File: src/rtl/player_pkg.sv
// Shared types and geometry constants for the player motion block.
package player_pkg;

  typedef enum logic [1:0] {
    GROUNDED = 2'd0,
    RISING   = 2'd1,
    FALLING  = 2'd2
  } motion_state_t;

  localparam int unsigned COORD_W  = 10;
  localparam int unsigned VEL_W    = COORD_W + 1;
  localparam int unsigned SPRITE_W = 16;
  localparam int unsigned FEET_ROW = 14;
  localparam int unsigned PLAT_ROW = 9;
  localparam int unsigned SCREEN_W = 640;
  localparam int unsigned X_MAX    = SCREEN_W - SPRITE_W;

endpackage

File: src/rtl/frame_tick_sync.sv
// Brings the asynchronous vsync into the Clk domain and emits a one-cycle pulse per rising edge.
module frame_tick_sync (
  input  logic Clk,
  input  logic Reset_n,
  input  logic frame_clk,
  output logic tick
);

  logic r_meta;
  logic r_sync;
  logic r_prev;
  logic r_tick;

  always_ff @(posedge Clk) begin
    if (!Reset_n) begin
      r_meta <= 1'b0;
      r_sync <= 1'b0;
      r_prev <= 1'b0;
      r_tick <= 1'b0;
    end else begin
      r_meta <= frame_clk;
      r_sync <= r_meta;
      r_prev <= r_sync;
      r_tick <= r_sync & ~r_prev;
    end
  end

  assign tick = r_tick;

endmodule

File: src/rtl/player_motion.sv
// Per-frame player physics (walk, jump, gravity, floor/platform landing) and sprite-local pixel offsets.
module player_motion
  import player_pkg::*;
#(
  parameter int unsigned START_X  = 312,
  parameter int unsigned GROUND_Y = 464,
  parameter int unsigned X_STEP   = 2,
  parameter int unsigned JUMP_V   = 12,
  parameter int unsigned GRAVITY  = 1,
  parameter int unsigned VMAX     = 8
) (
  input  logic               Clk,
  input  logic               Reset_n,
  input  logic               frame_clk,
  input  logic               key_left,
  input  logic               key_right,
  input  logic               key_jump,
  input  logic [COORD_W-1:0] plat_x,
  input  logic [COORD_W-1:0] plat_y,
  input  logic [COORD_W-1:0] DrawX,
  input  logic [COORD_W-1:0] DrawY,
  output logic [COORD_W-1:0] PlayerX,
  output logic [COORD_W-1:0] PlayerY,
  output logic [COORD_W-1:0] sprite_x,
  output logic [COORD_W-1:0] sprite_y,
  output logic               in_box,
  output logic               airborne
);

  // Standing on floor/platform means the feet row sits one row above the solid row.
  localparam logic [COORD_W-1:0] STAND_Y   = COORD_W'(GROUND_Y - 1 - FEET_ROW);
  localparam logic [VEL_W-1:0]   FLOOR_ROW = VEL_W'(GROUND_Y - 1);

  logic w_tick;

  frame_tick_sync u_frame_tick_sync (
    .Clk       (Clk),
    .Reset_n   (Reset_n),
    .frame_clk (frame_clk),
    .tick      (w_tick)
  );

  logic [COORD_W-1:0] r_x;
  logic [COORD_W-1:0] r_y;
  logic signed [VEL_W-1:0] r_vy;
  motion_state_t      r_state;
  logic [COORD_W-1:0] r_sprite_x;
  logic [COORD_W-1:0] r_sprite_y;
  logic               r_in_box;
  logic               r_airborne;

  logic signed [VEL_W-1:0] w_vx;
  logic signed [VEL_W-1:0] w_x_sum;
  logic [COORD_W-1:0]      w_x_next;
  logic                    w_overlap;
  logic [COORD_W-1:0]      w_plat_stand;
  logic                    w_supported;
  logic signed [VEL_W-1:0] w_vy_sum;
  logic signed [VEL_W-1:0] w_vy_new;
  motion_state_t           w_state_mid;
  logic signed [VEL_W-1:0] w_y_next;
  logic [VEL_W-1:0]        w_feet;
  logic [VEL_W-1:0]        w_feet_next;
  logic [VEL_W-1:0]        w_plat_row;
  logic                    w_descending;
  motion_state_t           w_state_next;
  logic signed [VEL_W-1:0] w_vy_next;
  logic [COORD_W-1:0]      w_y_final;
  logic [COORD_W-1:0]      w_dx;
  logic [COORD_W-1:0]      w_dy;

  // Physics step: horizontal move, vertical velocity, then ceiling/landing resolution.
  always_comb begin
    w_vx = '0;
    if (key_right && !key_left) begin
      w_vx = VEL_W'(X_STEP);
    end else if (key_left && !key_right) begin
      w_vx = -VEL_W'(X_STEP);
    end

    w_x_sum = $signed({1'b0, r_x}) + w_vx;
    if (w_x_sum[VEL_W-1]) begin
      w_x_next = '0;
    end else if (w_x_sum > $signed(VEL_W'(X_MAX))) begin
      w_x_next = COORD_W'(X_MAX);
    end else begin
      w_x_next = w_x_sum[COORD_W-1:0];
    end

    w_overlap = (({1'b0, w_x_next} + VEL_W'(SPRITE_W - 1)) >= {1'b0, plat_x}) &&
                ({1'b0, w_x_next} <= ({1'b0, plat_x} + VEL_W'(SPRITE_W - 1)));
    w_plat_stand = plat_y - COORD_W'(FEET_ROW + 1 - PLAT_ROW);
    w_supported  = (r_y == STAND_Y) || ((r_y == w_plat_stand) && w_overlap);

    w_vy_sum    = r_vy + $signed(VEL_W'(GRAVITY));
    w_vy_new    = r_vy;
    w_state_mid = r_state;
    case (r_state)
      GROUNDED: begin
        if (key_jump) begin
          w_vy_new    = -VEL_W'(JUMP_V);
          w_state_mid = RISING;
        end else begin
          w_vy_new = '0;
          if (!w_supported) begin
            w_state_mid = FALLING;
          end
        end
      end
      default: begin
        w_vy_new = (w_vy_sum > $signed(VEL_W'(VMAX))) ? $signed(VEL_W'(VMAX)) : w_vy_sum;
        if (r_state == RISING && !w_vy_new[VEL_W-1]) begin
          w_state_mid = FALLING;
        end
      end
    endcase

    w_y_next     = $signed({1'b0, r_y}) + w_vy_new;
    w_feet       = {1'b0, r_y} + VEL_W'(FEET_ROW);
    w_feet_next  = $unsigned(w_y_next) + VEL_W'(FEET_ROW);
    w_plat_row   = {1'b0, plat_y} + VEL_W'(PLAT_ROW);
    w_descending = (w_state_mid == FALLING) && !w_vy_new[VEL_W-1] && (w_vy_new != '0);

    w_state_next = w_state_mid;
    w_vy_next    = w_vy_new;
    w_y_final    = w_y_next[COORD_W-1:0];
    if (w_y_next[VEL_W-1]) begin
      w_state_next = FALLING;
      w_vy_next    = '0;
      w_y_final    = '0;
    end else if (w_descending && w_overlap && (w_feet < w_plat_row) && (w_feet_next >= w_plat_row)) begin
      w_state_next = GROUNDED;
      w_vy_next    = '0;
      w_y_final    = w_plat_stand;
    end else if (w_descending && (w_feet_next >= FLOOR_ROW)) begin
      w_state_next = GROUNDED;
      w_vy_next    = '0;
      w_y_final    = STAND_Y;
    end
  end

  assign w_dx = DrawX - r_x;
  assign w_dy = DrawY - r_y;

  // Motion state advances only on a frame tick; the pixel offsets are registered every cycle.
  always_ff @(posedge Clk) begin
    if (!Reset_n) begin
      r_x        <= COORD_W'(START_X);
      r_y        <= STAND_Y;
      r_vy       <= '0;
      r_state    <= GROUNDED;
      r_airborne <= 1'b0;
      r_sprite_x <= '0;
      r_sprite_y <= '0;
      r_in_box   <= 1'b0;
    end else begin
      if (w_tick) begin
        r_x        <= w_x_next;
        r_y        <= w_y_final;
        r_vy       <= w_vy_next;
        r_state    <= w_state_next;
        r_airborne <= (w_state_next != GROUNDED);
      end
      r_sprite_x <= w_dx;
      r_sprite_y <= w_dy;
      r_in_box   <= (w_dx < COORD_W'(SPRITE_W)) && (w_dy < COORD_W'(SPRITE_W));
    end
  end

  assign PlayerX  = r_x;
  assign PlayerY  = r_y;
  assign sprite_x = r_sprite_x;
  assign sprite_y = r_sprite_y;
  assign in_box   = r_in_box;
  assign airborne = r_airborne;

endmodule

File: config.mk
export PLATFORM = sky130hd
export DESIGN_NAME = player_motion
export DESIGN_NICKNAME = d
export VERILOG_FILES = /design/src/rtl/player_pkg.sv /design/src/rtl/frame_tick_sync.sv /design/src/rtl/player_motion.sv
export SDC_FILE = /design/constraint.sdc
export NUM_CORES = 1
export LEC_CHECK = 0
export BUFFER_PORTS_ARGS = -buffer_cell sky130_fd_sc_hd__buf_2
export CORE_ASPECT_RATIO = 1.2
export CORE_MARGIN = 2
export CORE_UTILIZATION = 54
export CTS_BUF_LIST = sky130_fd_sc_hd__clkbuf_16
export CTS_CLUSTER_SIZE = 28
export DETAILED_ROUTE_END_ITERATION = 12
export MAX_ROUTING_LAYER = met4
export PLACE_DENSITY = 0.88
export SYNTH_ARGS = -nofsm -noshare
export SYNTH_HDL_FRONTEND = slang
export SYNTH_SLANG_ARGS = --single-unit
File: constraint.sdc
create_clock -name Clk -period 5.92 [get_ports Clk]
set_clock_uncertainty 0.05 [all_clocks]
set_input_delay 0.592 -clock Clk [delete_from_list [all_inputs] [get_ports Clk]]
set_output_delay 0.592 -clock Clk [all_outputs]
set_load 0.1 [all_outputs]
# Word level (Yosys, flattened, before mapping)
# Cells that the tools add are included.
classes:
  add_sub_neg: 11
  mul: 0
  div_mod_pow: 0
  n_lt_le_gt_ge: 9
  eq_ne: 4
  n_shift: 0
  n_mux: 20
  n_bitwise: 2
  reduce_logical: 20
op_table:
  columns: ["op", "count"]
  rows:
  - ["11-bit 2-to-1 mux", 8]
  - ["10-bit 2-to-1 mux", 5]
  - ["10-bit by 4-bit adder with 11-bit output (second input constant)", 4]
  - ["11-bit adder", 2]
  - ["10-bit by 5-bit less-than comparator with 1-bit output (second input constant)", 2]
  - ["10-bit subtractor", 2]
  - ["2-bit 2-to-1 mux", 7]
  - ["1-bit logical AND", 12]
  - ["11-bit by 2-bit adder with 11-bit output (second input constant)", 1]
  - ["11-bit by 4-bit adder with 11-bit output (second input constant)", 1]
  - ["11-bit by 10-bit greater-or-equal comparator with 1-bit output", 1]
  - ["11-bit greater-or-equal comparator", 1]
  - ["11-bit by 9-bit greater-or-equal comparator with 1-bit output (second input constant)", 1]
  - ["11-bit > comparator (second input constant)", 1]
  - ["11-bit by 5-bit > comparator with 1-bit output (second input constant)", 1]
  - ["10-bit by 11-bit <= comparator with 1-bit output", 1]
  - ["11-bit less-than comparator", 1]
  - ["11-bit nonzero test", 1]
  - ["10-bit == test", 1]
  - ["10-bit by 9-bit == test with 1-bit output (second input constant)", 1]
  - ["10-bit by 3-bit subtractor with 10-bit output (second input constant)", 1]
  - ["1-bit zero test", 4]
  - ["2-bit by 1-bit == test with 1-bit output (second input constant)", 1]
  - ["2-bit == test (second input constant)", 1]
  - ["other kinds (5)", 5]
totals:
  reg_bits: 59
  latchBits: 0
  mem_bits_rw: 0
  mem_bits_ro: 0
  out_inout_bits: 42
  word_cells: 78
  n_memories: 0

# Longest topological paths before layout
# Gate-level depths: netlist of run 1.
logic_depth:
  ltp_word: 25
  depth_mapped: 30
  mapped_depth_nobuf: 28

# Modules after synthesis
# Synthesis of run 1 repeated with hierarchy kept, for this count alone.
hier_totals:
  cells_unflattened: 825
  hier_area_um2: 6551.3
modules_own_cells:
  columns: ["mod", "instances", "cells_per_inst", "area_each_um2", "seq_area_each_um2"]
  rows:
  - ["player_motion", 1, 817, 6439.9, 1101.1]
  - ["frame_tick_sync", 1, 8, 111.4, 80.1]

# Worst setup path before layout of run 1
# Ideal clock, no wire load.
synth_path:
  path_kind: "reg2reg"
  startpoint: "reg r_vy[0]"
  endpoint: "reg r_airborne (netlist: airborne)"
  arrival_ps: 5731
  required_ps: 5750
  path_slack_ps: 20
  path_stages_with_launch: 28
  path_buffers: 1
  period_less_slack_ps: 5900
  path_cell_list: "dfxtp_1 ha_1 and2_1 a211o_1 a211o_1 a211o_2 nand2_1 nand2_1 nor2_1 ha_1 inv_1 fa_1 nand2b_1 a211oi_1 o21ba_2 or2_0 buf_2 nand4_1 nor3_1 xnor2_1 ha_1 nand4_1 nor2_1 a221o_2 or3b_2 a31oi_4 o31ai_4 o221a_1"
synth_between:
  elab_chain_cells: 16
  elab_cells_between_ends: 25
  cone_classes: "add/sub: 3; order compare: 3; eq/ne: 1; mux: 7; reduce/logical: 11"
synth_rtl:
  columns: ["element", "line_no", "rtl"]
  rows:
  - ["start, declared", "player_motion.sv:45", "logic signed [VEL_W-1:0] r_vy;"]
  - ["start signal, assigned", "player_motion.sv:160", "r_vy <= w_vy_next;"]
  - ["11-bit by 2-bit adder with 11-bit output (*)", "player_motion.sv:95", "w_vy_sum = r_vy + $signed(VEL_W'(GRAVITY));"]
  - ["11-bit by 5-bit > comparator with 1-bit output", "player_motion.sv:111", "w_vy_new = (w_vy_sum > $signed(VEL_W'(VMAX))) ? $signed(VEL_W'(VMAX)) : w_vy_sum;"]
  - ["11-bit 2-to-1 mux (*)", "player_motion.sv:111", null]
  - ["branches (longest 11 deep; another with 11-bit adder)", null, null]
  - ["2-bit 2-to-1 mux (*)", "player_motion.sv:127", "if (w_y_next[VEL_W-1]) begin"]
  - ["2-bit nonzero test (*)", "player_motion.sv:162", "r_airborne <= (w_state_next != GROUNDED);"]
  - ["end signal, assigned", "player_motion.sv:162", null]
  - ["end, declared", "player_motion.sv:50", "logic r_airborne;"]
# Every way passes the cells marked *.
# A chain may end at the register's enable or synchronous reset.

# Final worst setup path of run 1
layout_path:
  startpoint: "reg r_vy[0]"
  endpoint: "reg r_y[7] (netlist: PlayerY[7])"
layout_between:
  elab_chain_cells: 15
  elab_cells_between_ends: 24
  cone_classes: "add/sub: 3; order compare: 3; eq/ne: 1; mux: 7; reduce/logical: 10"
layout_rtl:
  columns: ["element", "line_no", "rtl"]
  rows:
  - ["11-bit by 2-bit adder with 11-bit output (*)", "player_motion.sv:95", null]
  - ["11-bit by 5-bit > comparator with 1-bit output", "player_motion.sv:111", null]
  - ["11-bit 2-to-1 mux (*)", "player_motion.sv:111", null]
  - ["branches (longest 11 deep; another with 11-bit adder)", null, null]
  - ["10-bit 2-to-1 mux (*)", "player_motion.sv:127", null]
  - ["end signal, assigned", "player_motion.sv:159", "r_y <= w_y_final;"]
  - ["end, declared", "player_motion.sv:44", "logic [COORD_W-1:0] r_y;"]
# Marks and branches as above.

==> results of run 1 <==
-- worst max-delay path by stage --
stage / from / to / slack [ps] / cells after the start
global route: r_vy[1] / airborne / -220 / 27
global placement: key_right / r_vy[0] / 40 / 27
floorplan: r_vy[0] / airborne / 20 / 27
finish: r_vy[0] / PlayerY[7] / -9 / 26
detailed placement: r_vy[0] / airborne / -70 / 26
CTS: r_vy[0] / airborne / 7 / 28
-- per-layer routing --
layer	wire length, um	global-route usage [%]	vias up
met1	7582	32.94	3151
met3	1169	3.233	76
met2	9562	51.04	297
met5	0	-	-
met4	1079	15.06	0
li1	-	-	3202
-- timing repair --
item                       in CTS  in global routing
hold buffers                    0                  0
setup endpoints to repair      15                 20
resized for setup               2                 29
pin swaps                       2                 18
gates cloned                    0                  0
setup buffers                   1                  4
-- placed cells by master (no fill, tap or decap), drive strengths merged, types with 9 or more instances in the layout --
| cell type | instances |
|---|---|
| and3 | 9 |
| xnor2 | 65 |
| nand4 | 13 |
| and2 | 23 |
| ha | 82 |
| o211ai | 11 |
| inv | 60 |
| nor2 | 58 |
| clkbuf | 9 |
| a21o | 13 |
| dfxtp | 59 |
| nor3 | 22 |
| a211oi | 10 |
| o21ai | 52 |
| nand2b | 14 |
| a21oi | 56 |
| xor2 | 30 |
| nand3 | 21 |
| nor2b | 21 |
| buf | 136 |
| nand2 | 55 |
-- cell usage after synthesis, drive strengths merged (3+ instances only) --
cell type / number / area share, %
nor2b: 21 / 2.1
xor2: 30 / 4.3
o21bai: 5 / 0.57
a221oi: 3 / 0.66
mux2i: 5 / 0.75
o21ai: 52 / 4.1
buf: 13 / 1.3
and3: 9 / 0.87
xnor2: 65 / 8.7
o22ai: 5 / 0.47
a21oi: 56 / 4.3
or2: 4 / 0.38
nor2: 58 / 3.3
or3: 6 / 0.58
dfxtp: 59 / 18
a211o: 5 / 0.68
o2bb2ai: 3 / 0.49
nand3: 21 / 1.6
a21boi: 3 / 0.34
fa: 3 / 0.90
inv: 59 / 3.3
a21o: 13 / 1.6
nand4: 13 / 1.2
a22o: 5 / 0.66
and2: 23 / 2.2
a211oi: 10 / 1.1
nor4: 8 / 0.75
o211ai: 11 / 1.2
nand2b: 14 / 1.4
o2111ai: 3 / 0.40
clkbuf: 18 / 1.1
o31ai: 7 / 1.2
nand2: 55 / 3.1
o21a: 4 / 0.45
nor4b: 4 / 0.94
or3b: 3 / 0.40
nor3: 22 / 2.0
ha: 82 / 15
a31oi: 8 / 0.98
nor3b: 4 / 0.53
or4: 6 / 0.68
o211a: 4 / 0.60
-- state kept, by name (all words and copies together) (netlist names) --
name / flops
u_frame_tick_sync.tick: 1
u_frame_tick_sync.r_prev: 1
r_state: 2
PlayerY: 10
PlayerX: 10
r_vy: 11
airborne: 1
in_box: 1
u_frame_tick_sync.r_meta: 1
sprite_y: 10
u_frame_tick_sync.r_sync: 1
sprite_x: 10
-- cell type report --
type / instances / area (um^2) / area share [%]
clock inverter: 6 / 58.81 / 0.7451
timing repair buffer: 136 / 815.8 / 10.34
tap: 161 / 201.4 / 2.552
inverter: 59 / 221.5 / 2.806
sequential: 59 / 1181 / 14.97
clock buffer: 9 / 225.2 / 2.854
multi-input combinational: 681 / 5189 / 65.74
-- kinds of logic (layout without fill, tap and decap cells) --
group           count (synthesis)  in the layout  synth area share (%)
fa+ha+maj                      85             85                 16.35
compound gates                214            214                 22.63
mux                             6              6                0.9232
flops                          59             59                 17.78
simple gates                  280            280                 23.17
xor+xnor                       96             96                 13.32
buf+inv                        91            210                 5.821
-- where the power goes --
part | leakage, nW | switching, W | total [W] | internal, W
registers | 0.483 | 0.0000159 | 0.000432 | 0.000416
logic | 2.86 | 0.000440 | 0.000703 | 0.000263
clock network | 0.140 | 0.000192 | 0.000512 | 0.000320
total | 3.48 | 0.000648 | 0.00165 | 0.000999
-- through the flow --
step / util, % / instance area (um^2) / TNS [ps] / cells / power, W
after floorplan: - / 6641 / 0 / 831 / 0.0009478
after global placement: 61.74 / 7443 / 0 / 1091 / 0.001101
after detailed placement: 61.74 / 7443 / -456.7 / 1091 / 0.001112
after CTS: 64.32 / 7755 / 0 / 1107 / 0.001622
after global routing: 65.46 / 7893 / -3444 / 1111 / 0.001725
final: 65.46 / 7893 / -9.097 / 1111 / 0.001647
==> metrics.txt, run 1 <==
htree depth 3; crit-path max cell delay 470 ps; number of I/O pins 88; Worst R2R End PlayerY[7]; hold path start u_frame_tick_sync.r_prev; post-synth cell types 95; Fmax achieved 168.7 MHz; gr ovfl total 0; VDD IR-drop max 0.1968 mV; worst r2r path cells 26; worst setup path class reg2reg; vias per std cell 6.054; number of flops mapped to enable cells by yosys 0; worst r2r src r_vy[0]; CTS sink cnt 59; Mapped Nets 962; Seq cells post-synth 59; flop2flop setup slack -9 ps; Worst Hold Class reg2reg; 1st-iter DRT viols 433; Core Region 12060 um^2; CP max-delay cell nor4b_2; die height 125.5 um; NumNets Final 1077; Final Hold Viols 0; CTS root buf clkbuf_16; vias in the first global route 6433; final setup fails 1; worst-margin pin slew 663.2 ps; Top delay family on crit path compound AO/OA/AOI/OAI gates; Slew Limit Fails 0; global-route wire length before repair 30780 um; Max-slew headroom 55.45%; cts bufs inserted 9; worst endpoint data arrival time 6070 ps; register area share after synthesis 17.78%; fill cell count 963; ANT cells 0; latest clock arrival within the worst-skew pair 340 ps; Final min period 5929 ps; Yosys warnings 0; pre-CTS setup slack -74.36 ps; Mapped Area 6641 um^2; WL per Instance 17.46 um; via count 6726; Startpoint Class register; violated checks negative setup slack; CP Max Fanout 8; hold slack 341.4 ps; placer congestion estimate 0.9543; final wirelength 19390 um; pwr dens 208.7 nW/um^2; leak pwr 3.483 nW; CP required 6060 ps; CTS tree built; setup ws final -9.097 ps; gr usage total 29.35%; area delta synth->final 18.84%; CTS Buffer Depth 2; Pre-antenna DRT Iters 5; layout cells sized above 1 21.58%; ys flop type dfxtp_1; PortBufs 87; Synth Instances 831; # rows 44; Starting Density 55.09%; Final ANT Viol Nets 0; HPWL Detailed 14700 um; fin crit share 100.2%; status finished, violations left; FFs w/ async S/R, synth 0%; Max Cap Viol 0; pin count of the biggest net entering global routing 36; Hold EP u_frame_tick_sync.tick; Chip Width 105.2 um; type of destination of the critical path register; Remaining DRCs 0; WP buf/inv 3; initial antenna violation count 0; RSZ-0062 raised after global routing yes; Syn Area/Cell 7.992 um^2; Clk pin slew, worst setup/hold paths 60 ps; die area 13210 um^2; Hold Path Depth 1
Note: power is estimated with default switching activity, not from simulation.
==> run 2: changes to the inputs <==
--- a/config.mk
+++ b/config.mk
@@ -8,12 +8,13 @@
 export BUFFER_PORTS_ARGS = -buffer_cell sky130_fd_sc_hd__buf_2
 export CORE_ASPECT_RATIO = 1.2
 export CORE_MARGIN = 2
-export CORE_UTILIZATION = 54
+export CORE_UTILIZATION = 59
 export CTS_BUF_LIST = sky130_fd_sc_hd__clkbuf_16
 export CTS_CLUSTER_SIZE = 28
 export DETAILED_ROUTE_END_ITERATION = 12
 export MAX_ROUTING_LAYER = met4
-export PLACE_DENSITY = 0.88
+export PLACE_DENSITY = 0.91
+export SETUP_SLACK_MARGIN = 0.02
 export SYNTH_ARGS = -nofsm -noshare
 export SYNTH_HDL_FRONTEND = slang
 export SYNTH_SLANG_ARGS = --single-unit
==> constraint.sdc (replaced) <==
create_clock -name Clk -period 6.11 [get_ports Clk]
set_clock_uncertainty 0.05 [all_clocks]
set_input_delay 0.611 -clock Clk [delete_from_list [all_inputs] [get_ports Clk]]
set_output_delay 0.611 -clock Clk [all_outputs]
set_load 0.1 [all_outputs]
==> metrics.txt, run 2 (same netlist as run 1, synthesis figures left out) <==
status completed; critical path startpoint r_vy[1]; # rows 42; gr ovfl total 0; 1st-iter DRT viols 547; placer congestion estimate 1.005; layout cells sized above 1 21.38%; area delta synth->final 17.61%; final setup fails 0; CP required 6280 ps; leak pwr 3.439 nW; Clk pin slew, worst setup/hold paths 60 ps; CTS tree built; Worst Hold Class reg2reg; crit-path max cell delay 480 ps; die area 12120 um^2; vias in the first global route 6488; WL per Instance 18.63 um; Final Hold Viols 0; worst endpoint data arrival time 6130 ps; Top delay family on crit path compound AO/OA/AOI/OAI gates; Worst Setup EP airborne; final wirelength 20080 um; Final ANT Viol Nets 0; Fmax achieved 167.9 MHz; type of destination of the critical path register; Remaining DRCs 0; Largest Register r_vy; vias per std cell 6.368; commonest cells after routing, fill and taps aside 87 x buf_2, 78 x ha_1, 64 x xnor2_1; via count 6865; PortBufs 87; hold_buf cts 0; Starting Density 60.47%; NumNets Final 1071; Chip Width 100.9 um; Slew Limit Fails 0; CTS sink cnt 59; CP Max Fanout 6; CP max-delay cell or3b_2; cts bufs inserted 9; CTS Buffer Depth 2; VDD IR-drop max 0.1441 mV; M1 wire length 7499 um; flop2flop setup slack 150 ps; gr usage total 32.62%; pin count of the biggest net entering global routing 32; setup ws final 153.6 ps; fin area 7811 um^2; Post-DP Area 7317 um^2; fin crit share 97.49%; Max Cap Viol 0; Core Region 10980 um^2; Max-slew headroom 47.46%; pwr dens 204.4 nW/um^2; Pre-antenna DRT Iters 5; initial antenna violation count 1; most common cell after layout, fill and taps aside buf_2; HPWL Detailed 14820 um; Worst R2R End airborne; global-route wire length before repair 30890 um; latest clock arrival within the worst-skew pair 330 ps; htree depth 3; fill cell count 772; CTS root buf clkbuf_16; Startpoint Class register; die height 120.2 um; number of I/O pins 88; wire length on met2 9882 um; WP buf/inv 2; pre-CTS setup slack -76.43 ps; hold slack 337.5 ps; Max Used Layer met4; worst r2r src r_vy[1]; Worst path depth 26; worst-margin pin slew 780.9 ps; worst r2r path cells 26; max FFs per register 11; worst setup path class reg2reg; Final min period 5956 ps; met3 routed WL 1424 um; post-route setup TNS 0 ps
[run 2: cell count changes in the layout (fill, tap and decap cells not counted), moves of 2 or more]
cell     delta
buf_4       -5
o21ai_0     -2
ha_1        -3
ha_2        +4
o21ai_1     +3
[run 2: worst min-delay path by stage]
stage,from,end,slack [ps],depth (start not counted)
final,u_frame_tick_sync.r_prev,u_frame_tick_sync.tick,340,1
after global routing,u_frame_tick_sync.r_prev,u_frame_tick_sync.tick,370,1
after CTS,u_frame_tick_sync.r_prev,u_frame_tick_sync.tick,340,1
after detailed placement,u_frame_tick_sync.r_prev,u_frame_tick_sync.tick,340,1
after global placement,u_frame_tick_sync.r_prev,u_frame_tick_sync.tick,320,1
after floorplan,u_frame_tick_sync.r_prev,u_frame_tick_sync.tick,320,1
[run 2: area by class of cell]
class	instances	area, um^2	share of cell area (%)
Multi-Input combinational cell	681	5195	66.51
Sequential cell	59	1182	15.14
Timing Repair Buffer	130	758.2	9.707
Clock buffer	9	225.2	2.883
Inverter	59	221.5	2.835
Tap cell	132	165.2	2.114
Clock inverter	7	61.31	0.7849
Antenna cell	1	2.502	0.03204
[run 2: stage by stage]
stage | util (%) | cells | total power (W)
6_report | 71.12 | 1078 | 0.001597
5_1_grt | 71.12 | 1078 | 0.001663
4_1_cts | 69.39 | 1067 | 0.001564
3_5_place_dp | 66.62 | 1050 | 0.001075
3_3_place_gp | 66.62 | 1050 | 0.001061
2_1_floorplan | - | 831 | 0.0009183
[run 2: timing repair]
action	4_1_cts	5_1_grt
cloned	0	0
pin swaps	1	8
endpoints found under the setup margin	13	20
resized for setup	2	32
setup buffers	1	10
[run 2: metal layers]
metal | up-vias | track usage (%)
met5 | - | -
met4 | 0 | 18.75
met3 | 117 | 4.855
met2 | 364 | 55.79
met1 | 3181 | 35.75
li1 | 3203 | -
[run 2: where the power goes]
group / internal [W] / total [W] / switching, W
sequential: 0.000404 / 0.000419 / 0.0000153
combinational: 0.000252 / 0.000685 / 0.000433
clock: 0.000310 / 0.000493 / 0.000183
